`config.mk`:
```
export PLATFORM = sky130hd
export DESIGN_NAME = modulo_unit
export DESIGN_NICKNAME = d
export VERILOG_FILES = /design/src/rtl/modulo_unit.sv
export SDC_FILE = /design/constraint.sdc
export NUM_CORES = 1
export LEC_CHECK = 0
export BUFFER_PORTS_ARGS = -buffer_cell sky130_fd_sc_hd__buf_2
export CAP_MARGIN = 25
export CORE_UTILIZATION = 30
export CTS_BUF_LIST = sky130_fd_sc_hd__clkbuf_16
export DETAILED_ROUTE_END_ITERATION = 6
export PLACE_DENSITY = 0.51
export SLEW_MARGIN = 20
export SYNTH_ARGS = -nofsm -noshare
export SYNTH_HDL_FRONTEND = slang
export SYNTH_SLANG_ARGS = --single-unit
```
`constraint.sdc`:
```
create_clock -name clk -period 8 [get_ports clk]
set_input_delay 1.6 -clock clk [delete_from_list [all_inputs] [get_ports clk]]
set_output_delay 1.6 -clock clk [all_outputs]
set_load 0.005 [all_outputs]
```
`src/rtl/modulo_unit.sv`:
```
// rtl/modulo_unit.sv - iterative restoring-division remainder engine, one quotient bit per clock
// Level-driven start; ready pulses once per completion, then waits in HOLD for start to drop.
module modulo_unit #(
  parameter int WIDTH = 32
) (
  input  logic             clk,
  input  logic             rst_i,
  input  logic             start_i,
  input  logic [WIDTH-1:0] a_i,
  input  logic [WIDTH-1:0] b_i,
  output logic             ready_o,
  output logic             busy_o,
  output logic [WIDTH-1:0] remainder_o,
  output logic             div_zero_o
);

  localparam int CW = $clog2(WIDTH);

  typedef enum logic [1:0] {IDLE, SHIFT, DONE, HOLD} state_t;

  state_t           state_q, state_d;
  logic [WIDTH-1:0] dividend_q, dividend_d;
  logic [WIDTH-1:0] divisor_q, divisor_d;
  logic [WIDTH-1:0] r_q, r_d;
  logic [WIDTH-1:0] remainder_q, remainder_d;
  logic [CW-1:0]    cnt_q, cnt_d;
  logic             div_zero_q, div_zero_d;
  logic [WIDTH:0]   t;

  always_comb begin
    state_d     = state_q;
    dividend_d  = dividend_q;
    divisor_d   = divisor_q;
    r_d         = r_q;
    remainder_d = remainder_q;
    cnt_d       = cnt_q;
    div_zero_d  = div_zero_q;
    // The extra top bit keeps the trial value exact when the divisor MSB is set.
    t           = {r_q, dividend_q[WIDTH-1]};

    case (state_q)
      IDLE: begin
        if (start_i) begin
          if (b_i == '0) begin
            remainder_d = a_i;
            div_zero_d  = 1'b1;
            state_d     = DONE;
          end else begin
            dividend_d = a_i;
            divisor_d  = b_i;
            r_d        = '0;
            cnt_d      = CW'(WIDTH - 1);
            state_d    = SHIFT;
          end
        end
      end
      SHIFT: begin
        if (!start_i) begin
          state_d = IDLE;
        end else begin
          dividend_d = {dividend_q[WIDTH-2:0], 1'b0};
          if (t >= {1'b0, divisor_q}) begin
            r_d = WIDTH'(t - {1'b0, divisor_q});
          end else begin
            r_d = t[WIDTH-1:0];
          end
          if (cnt_q == '0) begin
            remainder_d = r_d;
            div_zero_d  = 1'b0;
            state_d     = DONE;
          end else begin
            cnt_d = cnt_q - CW'(1);
          end
        end
      end
      DONE: begin
        state_d = HOLD;
      end
      HOLD: begin
        if (!start_i) begin
          state_d = IDLE;
        end
      end
      default: begin
        state_d = IDLE;
      end
    endcase
  end

  always_ff @(posedge clk) begin
    if (rst_i) begin
      state_q     <= IDLE;
      dividend_q  <= '0;
      divisor_q   <= '0;
      r_q         <= '0;
      remainder_q <= '0;
      cnt_q       <= '0;
      div_zero_q  <= 1'b0;
    end else begin
      state_q     <= state_d;
      dividend_q  <= dividend_d;
      divisor_q   <= divisor_d;
      r_q         <= r_d;
      remainder_q <= remainder_d;
      cnt_q       <= cnt_d;
      div_zero_q  <= div_zero_d;
    end
  end

  assign ready_o     = (state_q == DONE);
  assign busy_o      = (state_q == SHIFT);
  assign remainder_o = remainder_q;
  assign div_zero_o  = div_zero_q;

endmodule
```
; ---- Word-level counts from Yosys, hierarchy flattened
; Index checks and enable logic that the tools add are counted.
[word_totals]
regBits = 136
out_inout_bits = 35
elab_cells = 61
[classes]
add_sub_neg = 2
order_cmp = 1
eq_ne = 11
n_mux = 30
bitwise = 1
n_reduce_logical = 9
[ops]
columns = operator, n
row1 = 32-bit 2-to-1 mux, 11
row2 = 32-bit one-hot mux with 2 select lines, 3
row3 = 33-bit by 32-bit greater-or-equal comparator with 1-bit output, 1
row4 = 32-bit logical NOT, 1
row5 = 32-bit subtractor, 1
row6 = 5-bit 2-to-1 mux, 4
row7 = 2-bit != test (second input constant), 6
row8 = 2-bit 2-to-1 mux, 5
row9 = 5-bit one-hot mux with 2 select lines, 1
row10 = 5-bit AND reduction, 2
row11 = 2-bit one-hot mux with 4 select lines, 1
row12 = 3-bit AND reduction, 2
row13 = 5-bit logical NOT, 1
row14 = 5-bit by 1-bit subtractor with 5-bit output (second input constant), 1
row15 = 2-bit equality test (second input constant), 2
row16 = 1-bit 2-to-1 mux, 4
row17 = 4-bit AND reduction, 1
row18 = 3-bit by 2-bit != test with 1-bit output (second input constant), 1
row19 = 2-bit by 1-bit equality test with 1-bit output (second input constant), 1
row20 = 2-bit logical NOT, 1
row21 = 2-bit by 1-bit != test with 1-bit output (second input constant), 1
row22 = 1-bit one-hot mux with 2 select lines, 1
row23 = 2-bit nonzero test, 1
row24 = 1-bit NOT, 1

; ---- Logic depth before layout (Yosys ltp)
[depth]
depth_word = 5
mapped_depth = 14

; ---- Least setup slack after synthesis
; Ideal clock, no wire load.
[synth_timing]
kind = input-to-reg
startpoint = input b_i[24]
endpoint = register divisor_q[10]
setup_time_ns = 0.128
arrival_ns = 3.249
setup_slack_ns = 4.623
path_stages = 7
path_buffers = 2
path_cell_list = nor4_1 nand4_1 o211ai_1 buf_1 buf_1 mux2i_1 nor2_1
[synth_between]
elab_chain_cells = 3
[synth_lines]
columns = element, line_no
row1 = "start, declared", 10  ; input logic [WIDTH-1:0] b_i,
row2 = 32-bit logical NOT, 44  ; if (b_i == '0) begin
row3 = 1-bit NOT (no source line), -
row4 = 3-bit AND reduction (no source line), -
row5 = "end signal, assigned", 102  ; divisor_q <= divisor_d;
row6 = "end, declared", 23  ; logic [WIDTH-1:0] divisor_q, divisor_d;
; Every way passes these cells.
; A chain may end at the register's enable or synchronous reset.

; ---- Worst setup path in the final report
[layout_timing]
startpoint = input b_i[24]
endpoint = register remainder_q[27] (netlist: remainder_o[27])
[layout_between]
elab_chain_cells = 3
[layout_lines]
columns = element, line_no
row1 = 32-bit logical NOT, 44
row2 = 2-bit != test (no source line), -
row3 = 5-bit AND reduction (no source line), -
row4 = "end signal, assigned", 104  ; remainder_q <= remainder_d;
row5 = "end, declared", 25  ; logic [WIDTH-1:0] remainder_q, remainder_d;
; Every way passes these cells.

==> metrics.txt <==
async set or reset register ratio after synthesis 0%; RD Place Congestion 0.849; Min-Delay Path Class flop to flop; Slowest-stage cell, CP nor3_1; top_reg_cell synth dfxtp_1; Detail Placement HPWL 17.2 mm; dpl cells 1,341; crit path max fanout 15; first-pass GRT wire length 37.6 mm; Worst-Skew Late Latency 0.44 ns; dominant cell type by area after synthesis dfxtp_1; htree depth 4; top-count cell post-synth nand2_1; CTS tree done; post_cts resized 0; setup TNS 0 ns; Detailed Routing Iterations Pass 1 5; CP Cell Sequence buf_2 > nor4_1 > nand4_1 > nor3_1 > a21o_1 > and2_1 > nor2_1 > a22o_1; YS warnings 0; Congestion Overflow GR 0; Synth top area share 35.4%; drc violations 0; setup bufs post-CTS 0; largest net degree at the start of global routing 96; Final Skew 0.0175 ns; nets 1,133; P_leak 3.85 nW; status complete, no violations; Worst Max-Slew Pin Slew 0.971 ns; power per cell area 229 nW/µm²; Rel. slew slack 34.4%; CP Capture Type flop; CTS Hold Bufs 0; Die W 162 µm; full die area 26,300 µm²; IO buf count 101; clock-pin transition on the worst setup and hold timing paths 0.06 ns; vias 7,156; mapped cell area 7690 µm²; CTS Buf Count 17; Root Buffer clkbuf_16; CORE AREA 25,200 µm²; number of flops mapped to enable cells by yosys 0; vias in the first global route 6,756; # rows 58; Detailed Route WL 23.6 mm; slowest stage delay, CP 0.48 ns; Area Growth Syn to Fin 17.2%; Detailed Route Iter0 Violations 483; crit share post-route 47.2%; DR WL/cell 17.2 µm; initial antenna violation count 0; WS Path Type input pin to flop; Post-Layout Cell Count 1,374; Clock Sinks 136; synth cell count leaders nand2_1 (143), dfxtp_1 (136), nor2_1 (132); post-route minimum period 3.78 ns; Seq/Total Area, Yosys 35.4%; final hold vios 0; WP data arrival 4.10 ns; flops & latches, synth 136; Routed Antenna Nets 0; Max VDD drop 0.000136 V; Syn Area/Cell 7.97 µm²; top post-synthesis cells by area dfxtp_1 (35%), nand2_1 (7.0%), nor2_1 (6.4%); Tot GR Track Use 18.4%; CP required 8.32 ns; Max Cap Viol 0; IO Pins 102; f_max 265 MHz; share of layout cells above drive strength 1 15.2%; setup violators final 0; fin. max-slew vios 0; Gate Count Post-Synth 965; Netlist cell types 63; n_diodes 0; RSZ-0062 raised after global routing no; Critical Path Source Type input pin; Post-Syn Nets 1,067; Longest Clk Path Bufs 2; Starting Density 30.5%; post-DR vias/cell 5.21; Die Ht 162 µm
-- critical path: cells and delay by family --
| kind | cells | cell delay, ns |
|---|---|---|
| AND/OR/NAND/NOR | 5 | 1.90 |
| AO/OA/AOI/OAI | 2 | 0.48 |
| buffers and inverters | 1 | 0.10 |
-- through the flow --
step                      utilization (%)  hold slack (ns)  setup slack, ns  total power, mW  area, µm²
after floorplan                         -            0.437             4.62             1.14       7690
after global routing                 35.8            0.461             3.91             2.16       9010
final                                35.8            0.448             4.22             2.06       9010
after detailed placement             33.4            0.441             3.70             1.28       8400
after global placement               33.4            0.442             3.75             1.28       8400
after CTS                            35.7            0.450             4.14             2.08       8990
-- power by group --
group	internal (mW)	switching (mW)
clock	0.441	0.358
sequential	0.714	0.0254
combinational	0.201	0.325
-- sequential cells by signal, indices dropped and copies added, names as in the netlist --
signal	count
dividend_q	32
divisor_q	32
r_q	32
remainder_o	32
cnt_q	5
state_q	2
div_zero_o	1
-- final cells by class --
class | count | area [µm²]
Inverter | 43 | 161
Clock buffer | 17 | 425
Timing Repair Buffer | 109 | 581
Clock inverter | 15 | 158
Fill cell | 2670 | 16200
Sequential cell | 136 | 2720
Tap cell | 330 | 413
Multi-Input combinational cell | 724 | 4550
-- path summary, 6_finish.rpt --
kind	startpoint	slack [ns]	end	depth (start not counted)
max	b_i[24]	4.22	remainder_o[27]$_SDFFE_PP0P_	8
min	remainder_o[8]$_SDFFE_PP0P_	0.45	remainder_o[8]$_SDFFE_PP0P_	2
max reg2reg	divisor_q[6]$_SDFFE_PP0P_	4.41	remainder_o[17]$_SDFFE_PP0P_	10
min reg2reg	remainder_o[8]$_SDFFE_PP0P_	0.45	remainder_o[8]$_SDFFE_PP0P_	2
-- placed cells by master, fill, tap and decap left out, types with 6 or more instances in the layout --
master,count
a31oi_1,10
nor4_1,9
a311oi_1,31
a22o_1,6
a211oi_1,10
nor2_1,132
a21oi_1,55
o211ai_1,11
nand4_1,7
nor3_1,17
inv_6,6
dfxtp_1,136
xnor2_1,14
nand3_1,15
o21ai_0,35
buf_2,100
mux2i_1,47
inv_1,42
buf_4,8
clkbuf_16,17
and3_1,9
ha_1,34
o21a_1,9
a2bb2oi_1,14
a21o_1,12
nand2_1,143
a211o_1,12
xor2_1,14
-- cell families (layout without fill, tap and decap cells) --
kind of cell	after synthesis	in the layout	share of synthesized area, %
DFF	136	136	35.4
adders and majority gates	35	35	5.79
muxes	49	49	6.41
xor gates and xnor gates	28	28	3.19
buffers and inverters	105	184	5.58
AOI/OAI and AO/OA	251	251	23.2
and+or+nand+nor	361	361	20.4
-- layer usage --
| layer | vias to the layer above | wire length (µm) | track usage [%] |
|---|---|---|---|
| met2 | 161 | 11000 | 30.5 |
| met5 | - | 0 | 0 |
| li1 | 3576 | - | - |
| met4 | 0 | 299 | 4.89 |
| met1 | 3394 | 11300 | 24.8 |
| met3 | 25 | 926 | 2.76 |
Power figures use the tool's default switching activity.
